File: config.mk
export PLATFORM = sky130hd
export DESIGN_NAME = x25519_byte_frontend
export DESIGN_NICKNAME = d
export VERILOG_FILES = /design/src/rtl/x25519_pkg.sv /design/src/rtl/x25519_byte_shifter.sv /design/src/rtl/x25519_byte_frontend.sv
export SDC_FILE = /design/constraint.sdc
export NUM_CORES = 1
export LEC_CHECK = 0
export BUFFER_PORTS_ARGS = -buffer_cell sky130_fd_sc_hd__buf_4
export CORE_AREA = 2 2 307 309
export DETAILED_ROUTE_END_ITERATION = 6
export DIE_AREA = 0 0 309 311
export HOLD_SLACK_MARGIN = 0.1
export PLACE_DENSITY = 0.56
export SLEW_MARGIN = 20
export SYNTH_ARGS = -nofsm -noshare
export SYNTH_HDL_FRONTEND = slang
export SYNTH_HIERARCHICAL = 1
export SYNTH_SLANG_ARGS = --single-unit
File: constraint.sdc
create_clock -name clk -period 3.3 [get_ports clk]
set_input_delay 0.495 -clock clk [delete_from_list [all_inputs] [get_ports clk]]
set_output_delay 0.495 -clock clk [all_outputs]
set_load 0.02 [all_outputs]
File: src/rtl/x25519_pkg.sv
// Shared types and constants for the X25519 byte-serial front end.
package x25519_pkg;

   typedef logic [255:0] x25519_word_t;

   localparam int X25519_BYTES = 32;

   typedef enum logic [2:0] {
      LOAD_E,
      LOAD_U,
      START,
      WAIT,
      DRAIN
   } frontend_state_t;

   // RFC 7748 scalar clamp and u-coordinate top-bit mask
   localparam logic [7:0] X25519_E_LO_MASK = 8'hF8;
   localparam logic [7:0] X25519_E_HI_AND  = 8'h7F;
   localparam logic [7:0] X25519_E_HI_OR   = 8'h40;
   localparam logic [7:0] X25519_U_HI_MASK = 8'h7F;

   // Clamp one incoming byte according to which word it lands in and where
   function automatic logic [7:0] clamp_byte(input logic is_e, input logic [4:0] idx,
                                             input logic [7:0] b);
      logic [7:0] r;
      r = b;
      if (is_e) begin
         if (idx == 5'd0)
            r = b & X25519_E_LO_MASK;
         else if (idx == 5'd31)
            r = (b & X25519_E_HI_AND) | X25519_E_HI_OR;
      end else if (idx == 5'd31) begin
         r = b & X25519_U_HI_MASK;
      end
      return r;
   endfunction

endpackage

File: src/rtl/x25519_byte_shifter.sv
// 256-bit result register: parallel load from the core, byte-wise shift-out
// (LSB byte first) with a byte counter flagging the 32nd byte.
module x25519_byte_shifter
   import x25519_pkg::*;
(
   input  logic         clk,
   input  logic         rst_n,
   input  logic         load,
   input  x25519_word_t load_data,
   input  logic         shift,
   output logic [7:0]   data,
   output logic         last
);

   x25519_word_t sr;
   logic [4:0]   cnt;

   // Load wins over shift; the counter wraps to 0 after the 32nd shift
   always_ff @(posedge clk or negedge rst_n) begin
      if (!rst_n) begin
         sr  <= '0;
         cnt <= '0;
      end else if (load) begin
         sr  <= load_data;
         cnt <= '0;
      end else if (shift) begin
         sr  <= {8'h00, sr[255:8]};
         cnt <= cnt + 5'd1;
      end
   end

   assign data = sr[7:0];
   assign last = (cnt == 5'd31);

endmodule

File: src/rtl/x25519_byte_frontend.sv
// Byte-serial front end for the X25519 main loop: loads 32 scalar bytes and
// 32 u bytes (little-endian), clamps/masks them, pulses the core start, and
// streams the 32-byte result back out.
// Optional: define X25519_ZERO_CHECK_EN to flag an all-zero result.
module x25519_byte_frontend
   import x25519_pkg::*;
(
   input  logic         clk,
   input  logic         rst_n,
   input  logic         in_valid,
   output logic         in_ready,
   input  logic [7:0]   in_data,
   output logic         out_valid,
   input  logic         out_ready,
   output logic [7:0]   out_data,
   output logic         out_last,
   output logic         result_zero,
   output logic         core_en,
   output x25519_word_t core_e,
   output x25519_word_t core_work_in,
   input  logic         core_out_valid,
   input  x25519_word_t core_work_out
);

   frontend_state_t state;
   logic [4:0]      idx;
   logic [7:0]      in_byte;
   logic            in_fire;
   logic            out_fire;
   logic            cap;
   logic            drain_done;

   assign in_fire    = in_valid && in_ready;
   assign out_fire   = out_valid && out_ready;
   // core strobes outside WAIT (including the START cycle) are dropped here
   assign cap        = (state == WAIT) && core_out_valid;
   assign drain_done = out_fire && out_last;

   // Clamp the byte being written for the word currently loading
   always_comb begin
      in_byte = clamp_byte(state == LOAD_E, idx, in_data);
   end

   // Request sequencer; all handshake/strobe outputs registered
   always_ff @(posedge clk or negedge rst_n) begin
      if (!rst_n) begin
         state        <= LOAD_E;
         idx          <= '0;
         in_ready     <= 1'b1;
         out_valid    <= 1'b0;
         core_en      <= 1'b0;
         core_e       <= '0;
         core_work_in <= '0;
      end else begin
         core_en <= 1'b0;
         case (state)
            LOAD_E: if (in_fire) begin
               core_e[{idx, 3'b000} +: 8] <= in_byte;
               idx <= idx + 5'd1;
               if (idx == 5'd31) state <= LOAD_U;
            end
            LOAD_U: if (in_fire) begin
               core_work_in[{idx, 3'b000} +: 8] <= in_byte;
               idx <= idx + 5'd1;
               if (idx == 5'd31) begin
                  state    <= START;
                  core_en  <= 1'b1;
                  in_ready <= 1'b0;
               end
            end
            START: state <= WAIT;
            WAIT: if (core_out_valid) begin
               state     <= DRAIN;
               out_valid <= 1'b1;
            end
            DRAIN: if (drain_done) begin
               state     <= LOAD_E;
               out_valid <= 1'b0;
               in_ready  <= 1'b1;
            end
            default: state <= LOAD_E;
         endcase
      end
   end

   x25519_byte_shifter u_shifter (
      .clk       (clk),
      .rst_n     (rst_n),
      .load      (cap),
      .load_data (core_work_out),
      .shift     (out_fire),
      .data      (out_data),
      .last      (out_last)
   );

`ifdef X25519_ZERO_CHECK_EN
   // All-zero result flag, captured with the result and held through DRAIN
   always_ff @(posedge clk or negedge rst_n) begin
      if (!rst_n)
         result_zero <= 1'b0;
      else if (cap)
         result_zero <= (core_work_out == '0);
      else if (drain_done)
         result_zero <= 1'b0;
   end
`else
   assign result_zero = 1'b0;
`endif

endmodule

==> results of run 1 <==
[registers in the layout, indices dropped and copies added (netlist names)]
name and flops:
core_e 256, core_work_in 256, u_shifter/sr 256, idx 5
u_shifter/cnt 5, state 3, core_en 1, in_ready 1
out_valid 1
[cells in the mapped netlist (2+ instances only)]
| cell | instances |
|---|---|
| nor4_1 | 2 |
| o21ai_0 | 215 |
| nand2_1 | 416 |
| and3_1 | 4 |
| clkbuf_1 | 66 |
| nand3_2 | 6 |
| xnor2_1 | 4 |
| buf_4 | 20 |
| mux2i_1 | 251 |
| nand3_4 | 3 |
| buf_6 | 22 |
| nand3_1 | 35 |
| nand2_2 | 2 |
| a31o_2 | 2 |
| a21oi_1 | 3 |
| nor3_4 | 3 |
| mux2_1 | 3 |
| buf_2 | 49 |
| inv_1 | 15 |
| nand2b_1 | 18 |
| mux2_2 | 385 |
| nand4_2 | 4 |
| nor2_1 | 67 |
| nor3_1 | 28 |
| nor4_2 | 2 |
| nor2_4 | 18 |
| nand4_1 | 8 |
| ha_1 | 9 |
| o31ai_1 | 4 |
| o21ai_1 | 168 |
| nor2_2 | 14 |
| nor2b_1 | 5 |
| or2_1 | 2 |
| nor3_2 | 2 |
| and2_1 | 9 |
| dfrtp_1 | 783 |
[stage by stage]
step	std cells	cell area, um2	utilization	hold slack, ns	worst slack (ns)
floorplan	2668	32800	-	0.199	0.0519
global placement	4640	40400	0.435	0.463	0.213
detailed placement	4640	40400	0.435	0.472	0.106
CTS	5043	45700	0.493	0.101	0.102
global route	5045	45800	0.493	0.138	0.0381
finish	5045	45800	0.493	0.151	0.226
[worst max-delay path: stages (launching register included)]
cell	delay [ns]
dfrtp_1	0.38
inv_1	0.11
ha_1	0.31
nand2b_1	0.17
nor2_1	0.12
ha_1	0.16
or4b_1	0.55
nand2_1	0.60
nor2_1	0.21
mux2_2	0.31
[logic make-up (layout without fill, tap and decap cells)]
| kind of cell | after synthesis | in the layout |
|---|---|---|
| AOI/OAI and AO/OA | 400 | 400 |
| xor gates and xnor gates | 5 | 5 |
| adders and majority gates | 9 | 9 |
| buffers and inverters | 173 | 1294 |
| DFF | 784 | 784 |
| muxes | 639 | 639 |
| other | 1 | 3 |
| and+or+nand+nor | 657 | 657 |
[cell type report]
cell class / instances / area, um2
antenna: 2 / 5.00
clock buffer: 128 / 2630
clock inverter: 21 / 191
fill: 8336 / 47000
inverter: 15 / 56.3
multi-input combinational: 1711 / 12300
sequential: 784 / 19600
tap: 1254 / 1570
timing repair buffer: 1130 / 9430
[power breakdown]
part | switching, mW | leakage, nW | internal (mW) | total, mW
Sequential | 0 | 10.9 | 9.62 | 9.62
Combinational | 0.447 | 9.76 | 0.454 | 0.902
Clock | 4.02 | 1.39 | 5.65 | 9.67
[what timing repair did]
| item | 4_1_cts | 5_1_grt |
|---|---|---|
| hold endpoints to repair | 300 | 0 |
| resized for setup | 0 | 1 |
| hold buffers | 254 | 0 |
| endpoints found under the setup margin | 0 | 12 |
[how the worst min path moves through the flow]
| stage | end | cells after the start | slack, ns |
|---|---|---|---|
| after floorplan | core_e[0] | 0 | 0.20 |
| after global placement | core_e[43] | 2 | 0.46 |
| after detailed placement | core_e[167] | 2 | 0.47 |
| after CTS | u_shifter/sr[129] | 3 | 0.10 |
| after global routing | core_work_in[134] | 2 | 0.14 |
| final | u_shifter/sr[129] | 3 | 0.15 |
[routing by layer]
layer	vias to the layer above	routed length, um
met5	-	22
met4	4	3950
met3	178	9430
met2	773	58700
met1	12300	48400
li1	11400	-
==> flow_metrics.env, run 1 <==
export IMPL_status="finished, final reports clean"
export IMPL_area_growth_pct=39.6
export IMPL_dp_hpwl_um=88400
export IMPL_async_reset_ff_frac=1.00
export IMPL_mostFrequentLayoutCells="851 x buf_4, 783 x dfrtp_1, 416 x nand2_1, 385 x mux2_2, 254 x dlygate4sd3_1"
export IMPL_p_leak_nw=22.1
export IMPL_synth_cell_types=57
export IMPL_drtAntennaViolNets=0
export IMPL_arrival_ns=3.59
export IMPL_final_min_clock_period_ns=3.07
export IMPL_cts_buffers=89
export IMPL_ctsLongestPathBuffers=3
export IMPL_use_met1=0.296
export IMPL_maxCapViolations=0
export IMPL_clock_sinks=784
export IMPL_rrSetupSlack_ns=0.23
export IMPL_clk_pin_slew_ns=0.06
export IMPL_drt_iter0_drc=1637
export IMPL_syn_inst=2668
export IMPL_p_per_area_nw_per_um2=441
export IMPL_grt_pass1_wl_um=175000
export IMPL_ys_ff_latch=784
export IMPL_reg2reg_depth=9
export IMPL_first_global_vias=25700
export IMPL_met3_usage=0.0779
export IMPL_post_cts_setup_buffers=0
export IMPL_overflow=0
export IMPL_synthXorXnorAreaFrac=0.00191
export IMPL_syn_avg_cell_area_um2=12.3
export IMPL_grt_use_total=0.246
export IMPL_final_setup_viol_count=0
export IMPL_crit_path_end_kind="register"
export IMPL_viasPerCell=4.87
export IMPL_synth_top_family_by_area="multiplexers"
export IMPL_worstSetupStartpointType="register"
export IMPL_worst_ep_required_time_ns=3.82
export IMPL_path_max_fanout=8
export IMPL_grt_setup_unrepaired="false"
export IMPL_gp_congestion=0.824
export IMPL_die_w_um=309
export IMPL_seq_area_frac_synth=0.598
export IMPL_port_buffers=792
export IMPL_yosysWarnings=6
export IMPL_worstHoldStart="core_work_out[129]"
export IMPL_synth_edff_count=0
export IMPL_synth_compound_area_frac=0.0626
export IMPL_finalCritPeriodShare=0.932
export IMPL_critPathKind="register to register"
export IMPL_synthMuxAreaShare=0.210
export IMPL_fmax_mhz=325
export IMPL_wl_per_cell_um=23.9
export IMPL_drive_above_1_share=0.387
export IMPL_syn_num_nets=2946
export IMPL_slew_viol_final=0
export IMPL_r2r_start="idx[0]"
export IMPL_route_detailed_drc=0
export IMPL_initial_core_util=0.353
export IMPL_cp_startpoint="idx[0]"
export IMPL_num_vias=24600
export IMPL_synth_adder_area_share=0.00343
export IMPL_layout_commonest_cell="buf_4"
export IMPL_die_h_um=311
export IMPL_grt_antenna_before_repair=4
export IMPL_io_pins=794
export IMPL_core_um2=92800
export IMPL_clockRootBuffer="clkbuf_16"
export IMPL_finalHoldViolCount=0
export IMPL_synth_simple_area_share=0.0945
export IMPL_fin_total_pwr_mw=20.2
export IMPL_worstSetupEndpoint="core_work_in[74]"
export IMPL_synth_top_area_frac=0.598
export IMPL_hold_path_class="input port to register"
export IMPL_ys_top_cells_by_area="dfrtp_1 60%, mux2_2 13%, mux2i_1 7.7%"
export IMPL_die_area_um2=96100
export IMPL_routed_wl_um=121000
export IMPL_r2r_end="core_work_in[74]"
export IMPL_row_count=112
export IMPL_irDropWorstVdd_mv=0.406
export IMPL_htreeDepth=3
export IMPL_clkLatencyLatePin_ns=0.66
export IMPL_firstDrtPassIters=5
export IMPL_max_slew_margin=0.439
export IMPL_fin_setup_tns_ns=0
export IMPL_synth_largest_area_cell="dfrtp_1"
export IMPL_finClkSkew_ns=0.0274
export IMPL_synth_area_um2=32800
export IMPL_worst_pin_slew_ns=0.835
export IMPL_grt_max_degree=153
export IMPL_grt_busiest_layer="met2"
export IMPL_nets=4009
export IMPL_ys_dominant_reg_cell="dfrtp_1"
export IMPL_grtUsageMet2=0.413
export IMPL_cts_tree="done"
No activity file was read; power rests on OpenSTA's default activity.
==> run 2: changes to the inputs <==
ABC_AREA = 1   (was not set)
CORE_AREA = 2 2 306 308   (was 2 2 307 309)
DIE_AREA = 0 0 308 310   (was 0 0 309 311)
PLACE_DENSITY = 0.54   (was 0.56)
clock period = 3.6 ns   (was 3.3 ns; I/O delays follow)
==> run 2 against run 1 <==
Net effect:
- core utilization down 0.94 points
- clock power is 2.2% lower
- flip-flop and latch count stayed put
- global-route usage is 0.94 points higher
- routed wire length is 3.7% higher
- via count rose by 13%
- synthesized cell count rose by 24%
- combinational power fell by 17%
- hold slack worse by 0.0084 ns
- final cell count rose by 10%
==> flow_metrics.env, run 2 <==
export IMPL_synth_simple_area_share=0.206
export IMPL_nets=4552
export IMPL_crit_buf_inv=1
export IMPL_p_int_mw=14.8
export IMPL_htreeDepth=3
export IMPL_swShare=0.220
export IMPL_grt_use_total=0.255
export IMPL_grt_pass1_wl_um=182000
export IMPL_path_max_fanout=18
export IMPL_max_slew_margin=0.401
export IMPL_row_count=112
export IMPL_p_clk_frac=0.497
export IMPL_io_pins=794
export IMPL_worst_ep_required_time_ns=4.16
export IMPL_syn_avg_cell_area_um2=9.86
export IMPL_finClkSkew_ns=0.0156
export IMPL_irDropWorstVdd_mv=0.290
export IMPL_drive_above_1_share=0.269
export IMPL_post_cts_setup_buffers=0
export IMPL_p_leak_nw=22.5
export IMPL_synth_commonest_cells="1168 x nand2_1, 783 x dfrtp_1, 261 x o21ai_0, 201 x a22oi_1, 161 x o21ai_1"
export IMPL_worst_pin_slew_ns=0.898
export IMPL_die_h_um=310
export IMPL_slowest_delay_ns=0.59
export IMPL_cts_buffers=89
export IMPL_die_area_um2=95500
export IMPL_grt_max_degree=179
export IMPL_drt_iter0_drc=2315
export IMPL_crit_chain="inv_1 -> ha_1 -> nand2_8 -> nor2_1 -> ha_2 -> nand2_1 -> nor2_8 -> nand3_1 -> o21ai_0"
export IMPL_dp_hpwl_um=90400
export IMPL_core_um2=92500
export IMPL_firstDrtPassIters=6
export IMPL_crit_path_end_kind="register"
export IMPL_final_setup_viol_count=0
export IMPL_slew_viol_final=0
export IMPL_ys_ff_latch=784
export IMPL_power_share_combinational=0.040
export IMPL_clkLatencyLatePin_ns=0.65
export IMPL_fmax_mhz=297
export IMPL_synth_top_family_by_area="simple AND/OR/NAND/NOR gates"
export IMPL_synth_top_area_frac=0.601
export IMPL_worstSetupStartpointType="register"
export IMPL_synth_largest_area_cell="dfrtp_1"
export IMPL_initial_core_util=0.352
export IMPL_drtAntennaViolNets=0
export IMPL_arrival_ns=3.92
export IMPL_fill_cells=8823
export IMPL_area_growth_pct=37.4
export IMPL_critPathKind="register to register"
export IMPL_layout_commonest_cell="nand2_1"
export IMPL_ys_top_cells_by_area="dfrtp_1 60%, nand2_1 13%, a22oi_1 4.6%"
export IMPL_reg_largest_list="core_e x256, core_work_in x256, u_shifter/sr x256"
export IMPL_fin_setup_tns_ns=0
export IMPL_seq_area_frac_synth=0.602
export IMPL_synthMuxAreaShare=0
export IMPL_finalHoldViolCount=0
export IMPL_syn_num_nets=3582
export IMPL_clk_pin_slew_ns=0.06
export IMPL_synth_cell_types=46
export IMPL_gp_congestion=0.845
export IMPL_synthXorXnorAreaFrac=0.000807
export IMPL_synth_adder_area_share=0.00346
export IMPL_syn_inst=3304
export IMPL_clockRootBuffer="clkbuf_16"
export IMPL_die_w_um=308
export IMPL_ctsLongestPathBuffers=3
export IMPL_finalCritPeriodShare=0.934
export IMPL_fin_total_pwr_mw=19.0
export IMPL_grt_setup_unrepaired="false"
export IMPL_num_vias=27700
export IMPL_synth_most_common_cell="nand2_1"
export IMPL_port_buffers=792
export IMPL_status="finished, final reports clean"
export IMPL_p_switching_mw=4.19
export IMPL_yosysWarnings=6
export IMPL_overflow=0
export IMPL_seqPwrFrac=0.463
export IMPL_p_per_area_nw_per_um2=425
export IMPL_synth_edff_count=0
export IMPL_wl_per_cell_um=22.5
export IMPL_clock_sinks=784
export IMPL_async_reset_ff_frac=1.00
export IMPL_slowest_stage="nand3_1"
export IMPL_hold_path_class="input port to register"
export IMPL_maxCapViolations=0
export IMPL_mostFrequentLayoutCells="1168 x nand2_1, 823 x buf_4, 783 x dfrtp_1, 261 x o21ai_0, 236 x dlygate4sd3_1"
export IMPL_route_detailed_drc=0
export IMPL_final_min_clock_period_ns=3.36
export IMPL_routed_wl_um=125000
export IMPL_grt_antenna_before_repair=14
export IMPL_first_global_vias=27000
export IMPL_synth_compound_area_frac=0.131
export IMPL_synth_area_um2=32600
export IMPL_viasPerCell=5.00
export IMPL_critPathTopFamily="simple AND/OR/NAND/NOR gates"
export IMPL_ys_dominant_reg_cell="dfrtp_1"
export IMPL_cts_tree="done"
[run 2: cell types whose count changed in the layout (fill, tap and decap cells not counted), sizes merged, moves of 10 or more]
cell / change
nor3: -22
nand2: +764
nor2: -10
inv: +122
nand3: +97
buf: -35
nand4: +34
mux2: -388
mux2i: -251
dlygate4sd3: -18
nand2b: -18
o21ai: +87
a22oi: +200
[run 2: layout make-up]
cell class              count  area (um2)  area share
repair buffers           1077        8900       0.199
flip-flops and latches    784       19600       0.438
clock inverters            29         407     0.00909
well taps                1197        1500      0.0335
diodes                     11        27.5    0.000615
inverters                 138         536      0.0120
multi-input cells        2184       11100       0.249
clock buffers             128        2630      0.0587
[run 2: path summary, 6_finish.rpt]
| check | from | cells after the start | slack (ns) | end |
|---|---|---|---|---|
| setup / recovery | idx[1] | 9 | 0.24 | core_work_in[108] |
| min in group asynchronous | rst_n | 2 | 0.50 | core_work_in[84] |
| max in group asynchronous | rst_n | 3 | 1.97 | u_shifter/sr[158] |
| setup reg to reg | idx[1] | 9 | 0.24 | core_work_in[108] |
| hold / removal | core_work_out[142] | 3 | 0.14 | u_shifter/sr[142] |
| hold reg to reg | u_shifter/sr[65] | 2 | 0.48 | u_shifter/sr[65] |
[run 2: through the flow]
step | hold WS [ns] | std cells | utilization | setup slack (ns) | cell area, um2
2_1_floorplan | 0.244 | 3304 | - | 0.946 | 32600
3_3_place_gp | 0.460 | 5144 | 0.425 | 0.400 | 39300
3_5_place_dp | 0.464 | 5144 | 0.425 | 0.282 | 39300
4_1_cts | 0.101 | 5537 | 0.483 | 0.248 | 44700
5_1_grt | 0.116 | 5547 | 0.484 | 0.0251 | 44700
6_report | 0.143 | 5548 | 0.484 | 0.238 | 44700
[run 2: power groups by stage]
stage               sequential, mW  clock (mW)  combinational, mW
floorplan                     8.98           0             0.0314
global placement              8.97           0              0.532
detailed placement            8.97           0              0.533
CTS                           8.81        9.67              0.769
global route                  8.81        10.0              0.817
finish                        8.81        9.46              0.753
[run 2: timing repair]
action                    CTS  global route
hold buffers              236             0
hold endpoints to repair  280             0
resized for setup           0             0
[run 2: metal layers]
metal	share of wire	GRT usage
met2	0.50	0.440
met5	0.00034	0
met1	0.40	0.319
met4	0.028	0.0810
met3	0.064	0.0565
[run 2: worst register-to-register path: cells and delay by family, from the launching register on]
| kind | cells | cell delay [ns] |
|---|---|---|
| and+or+nand+nor | 5 | 1.53 |
| AOI/OAI and AO/OA | 1 | 0.36 |
| buffers and inverters | 1 | 0.11 |
| adders and majority gates | 2 | 0.83 |
| DFF | 1 | 0.45 |
[run 2: kinds of logic (layout without fill, tap and decap cells)]
| group | after synthesis | in the layout |
|---|---|---|
| other | 1 | 12 |
| xor gates and xnor gates | 3 | 3 |
| DFF | 784 | 784 |
| AOI/OAI and AO/OA | 699 | 699 |
| buffers and inverters | 336 | 1372 |
| and+or+nand+nor | 1472 | 1472 |
| adders and majority gates | 9 | 9 |
